==> src/rtl/clk_div_gen_pkg.sv <==
// Shared types and constants for the clk_div_gen clock divider bank.
package clk_div_gen_pkg;

    // Per-channel run state.
    typedef enum logic [0:0] {
        StIdle,
        StRun
    } chan_state_e;

    // Default reset divide value for every channel.
    localparam int unsigned DEF_DIV_DFLT = 10;

    // Clamp limits: a period shorter than 2 cannot hold both a high and a low phase.
    localparam int unsigned MIN_DIV  = 2;
    localparam int unsigned MIN_HIGH = 1;

endpackage

==> src/rtl/clk_div_chan.sv <==
// One divider channel: IDLE/RUN control, period counter, shadowed divide/high-time
// configuration applied only on period boundaries, registered clk/tick outputs.
// Optional macro CLK_DIV_GEN_ALIGN_EN adds the 'align' restart input.
module clk_div_chan
    import clk_div_gen_pkg::*;
#(
    parameter int unsigned DIV_W   = 16,
    parameter int unsigned DEF_DIV = DEF_DIV_DFLT
) (
    input  logic             clk,
    input  logic             rst,
    input  logic             lock_ok,
    input  logic             en,
    input  logic             we,
    input  logic [DIV_W-1:0] wr_div,
    input  logic [DIV_W-1:0] wr_high,
`ifdef CLK_DIV_GEN_ALIGN_EN
    input  logic             align,
`endif
    output logic             clk_o,
    output logic             tick_o,
    output logic             pend_o
);

    localparam logic [DIV_W-1:0] RstDiv  = DIV_W'(DEF_DIV);
    localparam logic [DIV_W-1:0] RstHigh = DIV_W'(DEF_DIV / 2);
    localparam logic [DIV_W-1:0] MinDiv  = DIV_W'(MIN_DIV);
    localparam logic [DIV_W-1:0] MinHigh = DIV_W'(MIN_HIGH);
    localparam logic [DIV_W-1:0] One     = DIV_W'(1);

    chan_state_e      state_q, state_d;
    logic [DIV_W-1:0] cnt_q, cnt_d;
    logic [DIV_W-1:0] div_q, div_d;
    logic [DIV_W-1:0] high_q, high_d;
    logic [DIV_W-1:0] pdiv_q, pdiv_d;
    logic [DIV_W-1:0] phigh_q, phigh_d;
    logic             pend_q, pend_d;
    logic             clk_q, clk_d;
    logic             tick_q, tick_d;

    logic [DIV_W-1:0] wr_div_eff;
    logic [DIV_W-1:0] wr_high_eff;
    logic             do_align;
    logic             apply;

`ifdef CLK_DIV_GEN_ALIGN_EN
    assign do_align = align;
`else
    assign do_align = 1'b0;
`endif

    // Next state: counter, boundary-gated config apply, pending capture, next outputs.
    always_comb begin
        wr_div_eff  = (wr_div < MinDiv) ? MinDiv : wr_div;
        wr_high_eff = (wr_high < MinHigh)          ? MinHigh :
                      (wr_high > wr_div_eff - One) ? wr_div_eff - One : wr_high;

        state_d = state_q;
        cnt_d   = cnt_q;
        div_d   = div_q;
        high_d  = high_q;
        pdiv_d  = pdiv_q;
        phigh_d = phigh_q;
        pend_d  = pend_q;
        apply   = 1'b0;

        unique case (state_q)
            StIdle: begin
                cnt_d = '0;
                apply = pend_q;
                if (en && lock_ok) begin
                    state_d = StRun;
                end
            end
            StRun: begin
                if (!en || !lock_ok) begin
                    state_d = StIdle;
                    cnt_d   = '0;
                end else if (cnt_q == div_q - One || do_align) begin
                    cnt_d = '0;
                    apply = pend_q;
                end else begin
                    cnt_d = cnt_q + One;
                end
            end
            default: state_d = StIdle;
        endcase

        if (apply) begin
            div_d  = pdiv_q;
            high_d = phigh_q;
            pend_d = 1'b0;
        end

        // A write coinciding with an apply is held over to the next boundary.
        if (we) begin
            pdiv_d  = wr_div_eff;
            phigh_d = wr_high_eff;
            pend_d  = 1'b1;
        end

        clk_d  = (state_d == StRun) && (cnt_d < high_d);
        tick_d = (state_d == StRun) && (cnt_d == '0);
    end

    // State and output registers with synchronous reset.
    always_ff @(posedge clk) begin
        if (rst) begin
            state_q <= StIdle;
            cnt_q   <= '0;
            div_q   <= RstDiv;
            high_q  <= RstHigh;
            pdiv_q  <= RstDiv;
            phigh_q <= RstHigh;
            pend_q  <= 1'b0;
            clk_q   <= 1'b0;
            tick_q  <= 1'b0;
        end else begin
            state_q <= state_d;
            cnt_q   <= cnt_d;
            div_q   <= div_d;
            high_q  <= high_d;
            pdiv_q  <= pdiv_d;
            phigh_q <= phigh_d;
            pend_q  <= pend_d;
            clk_q   <= clk_d;
            tick_q  <= tick_d;
        end
    end

    assign clk_o  = clk_q;
    assign tick_o = tick_q;
    assign pend_o = pend_q;

endmodule

==> src/rtl/clk_div_gen.sv <==
// Multi-channel programmable clock divider with PLL lock qualification.
// Optional macro CLK_DIV_GEN_ALIGN_EN adds the 'align' input that restarts all
// running channels at count 0 together.
module clk_div_gen
    import clk_div_gen_pkg::*;
#(
    parameter int unsigned CH_NUM    = 4,
    parameter int unsigned DIV_W     = 16,
    parameter int unsigned LOCK_WAIT = 16,
    parameter int unsigned DEF_DIV   = DEF_DIV_DFLT
) (
    input  logic              clk,
    input  logic              rst,
    input  logic              locked,
    input  logic [CH_NUM-1:0] ch_en,
    input  logic              cfg_we,
    input  logic [3:0]        cfg_ch,
    input  logic [DIV_W-1:0]  cfg_div,
    input  logic [DIV_W-1:0]  cfg_high,
`ifdef CLK_DIV_GEN_ALIGN_EN
    input  logic              align,
`endif
    output logic [CH_NUM-1:0] clk_o,
    output logic [CH_NUM-1:0] tick_o,
    output logic [CH_NUM-1:0] pend_o,
    output logic              lock_ok
);

    localparam int unsigned LockCw = (LOCK_WAIT > 0) ? $clog2(LOCK_WAIT + 1) : 1;
    localparam logic [LockCw-1:0] LockMax = LockCw'(LOCK_WAIT);

    logic [LockCw-1:0] lock_cnt_q, lock_cnt_d;
    logic [CH_NUM-1:0] ch_we;

    // Lock streak counter, saturating at LOCK_WAIT, cleared whenever locked drops.
    always_comb begin
        lock_cnt_d = lock_cnt_q;
        if (!locked) begin
            lock_cnt_d = '0;
        end else if (lock_cnt_q != LockMax) begin
            lock_cnt_d = lock_cnt_q + LockCw'(1);
        end
    end

    // Lock counter register.
    always_ff @(posedge clk) begin
        if (rst) begin
            lock_cnt_q <= '0;
        end else begin
            lock_cnt_q <= lock_cnt_d;
        end
    end

    assign lock_ok = (lock_cnt_q == LockMax);

    // Write decode; indices beyond CH_NUM match no channel and are dropped.
    always_comb begin
        ch_we = '0;
        for (int i = 0; i < CH_NUM; i++) begin
            ch_we[i] = cfg_we && (cfg_ch == 4'(i));
        end
    end

    for (genvar i = 0; i < CH_NUM; i++) begin : g_chan
        clk_div_chan #(
            .DIV_W   (DIV_W),
            .DEF_DIV (DEF_DIV)
        ) u_chan (
            .clk     (clk),
            .rst     (rst),
            .lock_ok (lock_ok),
            .en      (ch_en[i]),
            .we      (ch_we[i]),
            .wr_div  (cfg_div),
            .wr_high (cfg_high),
`ifdef CLK_DIV_GEN_ALIGN_EN
            .align   (align),
`endif
            .clk_o   (clk_o[i]),
            .tick_o  (tick_o[i]),
            .pend_o  (pend_o[i])
        );
    end

endmodule

==> config.mk <==
export PLATFORM = sky130hd
export DESIGN_NAME = clk_div_gen
export DESIGN_NICKNAME = d
export VERILOG_FILES = /design/src/rtl/clk_div_gen_pkg.sv /design/src/rtl/clk_div_chan.sv /design/src/rtl/clk_div_gen.sv
export SDC_FILE = /design/constraint.sdc
export NUM_CORES = 1
export LEC_CHECK = 0
export CORE_ASPECT_RATIO = 1.75
export CORE_MARGIN = 1.5
export CORE_UTILIZATION = 50
export DETAILED_ROUTE_END_ITERATION = 10
export PLACE_DENSITY_LB_ADDON = 0.1
export SETUP_SLACK_MARGIN = 0.1
export SYNTH_ARGS = -nofsm -noshare
export SYNTH_HDL_FRONTEND = slang
export SYNTH_SLANG_ARGS = --single-unit
==> constraint.sdc <==
create_clock -name clk -period 12.8 [get_ports clk]
set_clock_uncertainty 0.15 [all_clocks]
set_input_delay 2.56 -clock clk [delete_from_list [all_inputs] [get_ports clk]]
set_output_delay 2.56 -clock clk [all_outputs]
set_load 0.02 [all_outputs]
**Yosys cells after proc, flatten, opt, wreduce, memory -nomap -nowiden**

Cells that the tools add are included.

- Bits in registers: 341
- Latch bits: 0
- RAM bits: 0
- Memory bits (read-only): 0
- Bits of input ports: 44
- Output and inout port bits: 13
- Logic and storage cells: 154
- Memories kept: 0

- $add $sub $neg: 10
- $mul: 0
- Div/mod/pow operators: 0
- Order comparisons: 7
- Equality and inequality tests: 9
- Shifts and indexed selects: 0
- Muxes and demuxes: 51
- Bitwise logic cells: 5
- Reductions and logical operators: 35

Operators with widths:

| kind | number |
|---|---|
| two-way mux 16 bit | 15 |
| one-hot mux 16 bit (2 select lines) | 4 |
| subtractor 16 x 1 -> 16 bit (second input constant) | 5 |
| adder 16 x 1 -> 16 bit (second input constant) | 4 |
| == test 16 bit | 4 |
| logical NOT 16 bit | 4 |
| less-than comparator 16 bit | 4 |
| two-way mux 1 bit | 24 |
| > comparator 16 bit | 1 |
| logical AND 1 bit | 16 |
| less-than comparator 16 x 1 -> 1 bit (second input constant) | 1 |
| less-than comparator 16 x 2 -> 1 bit (second input constant) | 1 |
| one-hot mux 1 bit (2 select lines) | 8 |
| == test 4 x 2 -> 1 bit (second input constant) | 2 |
| nonzero test 2 bit | 4 |
| adder 5 x 1 -> 5 bit (second input constant) | 1 |
| == test 5 bit (second input constant) | 1 |
| logical NOT 1 bit | 5 |
| != test 5 bit (second input constant) | 1 |
| inverter 1 bit | 5 |
| == test 4 x 1 -> 1 bit (second input constant) | 1 |
| logical NOT 4 bit | 1 |
| logical OR 1 bit | 4 |
| OR reduction 2 bit | 1 |

**Logic depth before layout (Yosys ltp)**

- Depth after elaboration: 8
- Mapped depth: 20

**Hierarchy**

A second synthesis with hierarchy kept.

- Cells, all modules: 2314
- Area, all modules: 20021.7 µm²

Modules (own cells, without submodules):

| module | instances | cells each | area an instance (µm²) |
|---|---|---|---|
| clk_div_chan | 4 | 571 | 4937.2 |
| clk_div_gen | 1 | 30 | 272.8 |

**Least setup slack after synthesis**

No wires, ideal clock.

- Path kind: input-to-reg
- From: input cfg_div[8]
- To: register g_chan[0].u_chan.phigh_q[10]
- Arrival: 7.459 ns
- Data required time: 12.576 ns
- Path slack: 5.117 ns
- Stages: 19
- Buffers on the path: 2
- Cell sequence: clkbuf_1 -> or4_1 -> or4_1 -> nor4_1 -> nand2_1 -> o21ai_1 -> ha_1 -> nand2_1 -> or4_1 -> xor2_1 -> ha_1 -> nand2_1 -> nor2_1 -> nand3_1 -> o32a_1 -> o21ai_1 -> clkbuf_1 -> mux2_2 -> o21ai_0

- Cells in the longest elaborated chain, start to end: 6

RTL lines:

| item | RTL line | RTL |
|---|---|---|
| from (decl) | clk_div_gen.sv:18 | `input logic [DIV_W-1:0] cfg_div,` |
| less-than comparator 16 x 2 -> 1 bit | clk_div_chan.sv:54 | `wr_div_eff = (wr_div < MinDiv) ? MinDiv : wr_div;` |
| two-way mux 16 bit (*) | clk_div_chan.sv:54 |  |
| subtractor 16 x 1 -> 16 bit (*) | clk_div_chan.sv:56 | `(wr_high > wr_div_eff - One) ? wr_div_eff - One : wr_high;` |
| > comparator 16 bit | clk_div_chan.sv:56 |  |
| two-way mux 16 bit (*) | clk_div_chan.sv:56 |  |
| two-way mux 16 bit (*) | clk_div_chan.sv:55 | `wr_high_eff = (wr_high < MinHigh) ? MinHigh :` |
| to (signal assigned) | clk_div_chan.sv:114 | `phigh_q <= RstHigh;` |
| to (signal assigned) | clk_div_chan.sv:124 | `phigh_q <= phigh_d;` |
| to (decl) | clk_div_chan.sv:36 | `logic [DIV_W-1:0] phigh_q, phigh_d;` |

Mark *: on every way between the ends. The rest lies on a longest branch, timed or not.
A chain may end at the register's enable or synchronous reset.

**Worst setup path after layout**

- From: input cfg_div[9]
- To: register g_chan[1].u_chan.phigh_q[0]

- Cells in the longest elaborated chain, start to end: 6

RTL lines:

| item | RTL line |
|---|---|
| less-than comparator 16 x 2 -> 1 bit | clk_div_chan.sv:54 |
| two-way mux 16 bit (*) | clk_div_chan.sv:54 |
| subtractor 16 x 1 -> 16 bit (*) | clk_div_chan.sv:56 |
| > comparator 16 bit | clk_div_chan.sv:56 |
| two-way mux 16 bit (*) | clk_div_chan.sv:56 |
| two-way mux 16 bit (*) | clk_div_chan.sv:55 |
| to (signal assigned) | clk_div_chan.sv:114 |
| to (signal assigned) | clk_div_chan.sv:124 |
| to (decl) | clk_div_chan.sv:36 |

Marks and branches as above.

==> results.md <==
- Ys flop type: dfxtp_1
- Post-synthesis instance area: 17600 um2
- Synth top area share: 38.7%
- WP data required: 13.03 ns
- Clk pwr share: 47.4%
- Layout cells sized above 1: 5.35%
- CTS tree: yes
- Crit share post-route: 65.9%
- Core Region: 34600 um2
- Layout Nets: 2198
- Deepest clock path buffer count: 3
- Clock transition at path regs: 0.07 ns
- Int Power: 1.72 mW
- Hold WC Path Type: flop to flop
- Vias in the first global route: 14240
- Slew margin rel.: 18.4%
- WL final: 51.8 mm
- Worst vdd ir: 0.0892 mV
- CP max FO: 16
- IO Pins: 57
- Comb power frac: 4.7%
- RSZ-0062 raised after global routing: no
- DRC: 0
- Util after Layout: 56.3%
- CP startpoint kind: input pin
- Sequential power share: 48.0%
- Worst endpoint data arrival time: 8.66 ns
- Sw Ratio: 23.1%
- Starting DRT DRC Count: 817
- Final antenna-violating net count: 0
- Area Overhead vs Synth: 10.3%
- Number of enable flip-flop cells after synthesis: 0
- Status: finished, final reports clean
- Drt first pass iters: 5
- Most common cell in the netlist: dfxtp_1
- Critical Path End Type: flop
- Clock Latency Late Sink: 0.54 ns
- Initial core utilization: 51.0%
- Static Leak: 7.31 nW
- CP Launch Point: cfg_div[9]
- Critical path class: input pin to flop
- Syn nets: 2225
- CTS sink cnt: 341
- Reg2Reg Depth: 15
- Measured slew at the worst slew-check pin: 1.21 ns
- Register area share after synthesis: 38.7%
- Final slew viol count: 0
- GRT Util Overall: 28.3%
- Hold Violations, Final: 0
- DR vias: 14637
- Wirelength per Cell: 20.3 um
- Max-Cap Viols: 0
- Largest cells by area after synthesis: dfxtp_1, mux2i_1, nand2_1, ha_1, nor2_1
- Dpl hpwl: 39.4 mm
- Fmax: 119 MHz
- Final GP Congestion: 0.946
- Tmin final: 8.43 ns
- Worst R2R Start: g_chan[3].u_chan.div_q[2]
- PwrDens: 115 nW/um2
- Largest net degree at the start of global routing: 78
- DIE AREA: 36400 um2
- CTS Root Cell: clkbuf_16
- Min-delay src: g_chan[3].u_chan.pdiv_q[14]
- Post-CTS Resized: 0
- Final setup vio count: 0
- Avg Inst Size Synth: 8.42 um2
- Library cells used by synthesis: 76
- H-Tree Level Count: 2
- Mapped Cells: 2094
- Setup bufs post-CTS: 0
- Chip Height: 251 um
- Vias per cell: 5.74
- Synth area leader: dfxtp_1
- Worst hold slack: 0.307 ns
- Async S/R FF share, synth: 0%
- Overflow after GRT: 0
- Syn. warnings: 0
- Cts hold-fix bufs: 0
- Fill count: 3194
- Fin Setup TNS: 0 ns
- Psw: 518 uW
- First-pass GRT wire length: 80.8 mm
- Die width: 145 um
- I/O Buffers: 56
- Antenna diodes: 0
- Number of buffers created by CTS: 34
- Most frequent cells after synthesis: dfxtp_1, nand2_1, nor2_1
- WHS Path Cells: 2
- Register bit count reported by yosys: 341
- # rows: 90
- Initial antenna violation count: 0
[final timing paths]
check                           endpoint  slack, ns
max          g_chan[1].u_chan.phigh_q[0]       4.37
min          g_chan[3].u_chan.pdiv_q[14]       0.31
max reg2reg       g_chan[3].u_chan.clk_o       7.30
min reg2reg  g_chan[3].u_chan.pdiv_q[14]       0.31
[power by group through the flow]
stage	combinational (mW)	sequential (mW)	clock (mW)
2_1_floorplan	0.0610	1.09	0
5_1_grt	0.113	1.07	1.12
6_report	0.105	1.07	1.06
3_3_place_gp	0.103	1.10	0
3_5_place_dp	0.104	1.10	0
4_1_cts	0.104	1.07	1.08
[worst max-delay path: stages]
cell	delay (ns)
clkdlybuf4s50_1	0.66
or4_1	0.70
or4_1	0.50
nor4_1	0.38
nand2_1	0.10
o21ai_1	0.64
ha_1	0.33
nand2_1	0.18
or4_1	0.48
xor2_1	0.18
ha_1	0.31
nand2_1	0.08
nor2_1	0.10
nand3_1	0.14
o32a_1	0.37
o21ai_1	0.07
buf_4	0.28
mux2i_1	0.41
a31oi_1	0.15
[per-stage QoR]
step,cells,instance area (um2),power (mW),worst slack (ns)
after global placement,2491,18300,1.20,4.07
after floorplan,2094,17600,1.16,5.12
after global routing,2552,19400,2.30,4.15
after CTS,2552,19400,2.26,4.48
after detailed placement,2491,18300,1.20,3.97
final,2552,19400,2.24,4.37
[per-layer routing]
layer | track usage, % | wire length, um | vias up
met2 | 52.1 | 26400 | 343
met1 | 31.5 | 20500 | 6989
met4 | 16.3 | 3270 | 0
li1 | - | - | 7183
met3 | 2.94 | 1660 | 122
met5 | 0 | 0 | -
[final cells by class]
| class | instances | area [um2] | share of cell area (%) |
|---|---|---|---|
| Inverter | 49 | 184 | 0.946 |
| Clock buffer | 43 | 966 | 4.97 |
| Sequential cell | 341 | 6830 | 35.1 |
| Clock inverter | 18 | 209 | 1.07 |
| Timing Repair Buffer | 70 | 667 | 3.43 |
| Tap cell | 460 | 576 | 2.96 |
| Multi-Input combinational cell | 1571 | 10000 | 51.5 |
[cell usage in the layout (no fill, tap or decap), drive strengths merged, types with 12 or more instances in the layout]
cell / netlist / layout
dfxtp: 341 / 341
nand2: 293 / 293
nor2: 285 / 285
mux2i: 141 / 141
xnor2: 92 / 92
o21ai: 88 / 88
ha: 87 / 87
a21oi: 87 / 87
xor2: 56 / 56
clkdlybuf4s50: 0 / 55
nor3: 51 / 51
nand3: 51 / 51
inv: 49 / 50
nand4: 45 / 45
clkbuf: 93 / 43
nor4: 28 / 28
and3: 26 / 26
o211ai: 22 / 22
nor2b: 20 / 20
buf: 40 / 15
a31oi: 14 / 14
o21a: 13 / 13
mux2: 13 / 13
a21o: 12 / 12
[state kept, by name, indices dropped and copies added, names as in the netlist]
register / count
g_chan.u_chan.cnt_q: 64
g_chan.u_chan.div_q: 64
g_chan.u_chan.high_q: 64
g_chan.u_chan.pdiv_q: 64
g_chan.u_chan.phigh_q: 64
lock_cnt_q: 5
g_chan.u_chan.clk_o: 4
g_chan.u_chan.pend_o: 4
g_chan.u_chan.state_q: 4
g_chan.u_chan.tick_o: 4
[kinds of logic (layout without fill, tap and decap cells)]
kind of cell    after synthesis  in the layout  synth area share [%]
xor+xnor                    148            148                  7.36
fa+ha+maj                    87             87                  6.18
mux                         154            154                  8.84
buf+inv                     182            180                  4.69
simple gates                888            888                  23.5
flops                       341            341                  38.7
compound gates              294            294                  10.7
(Power assumes the default switching activity.)
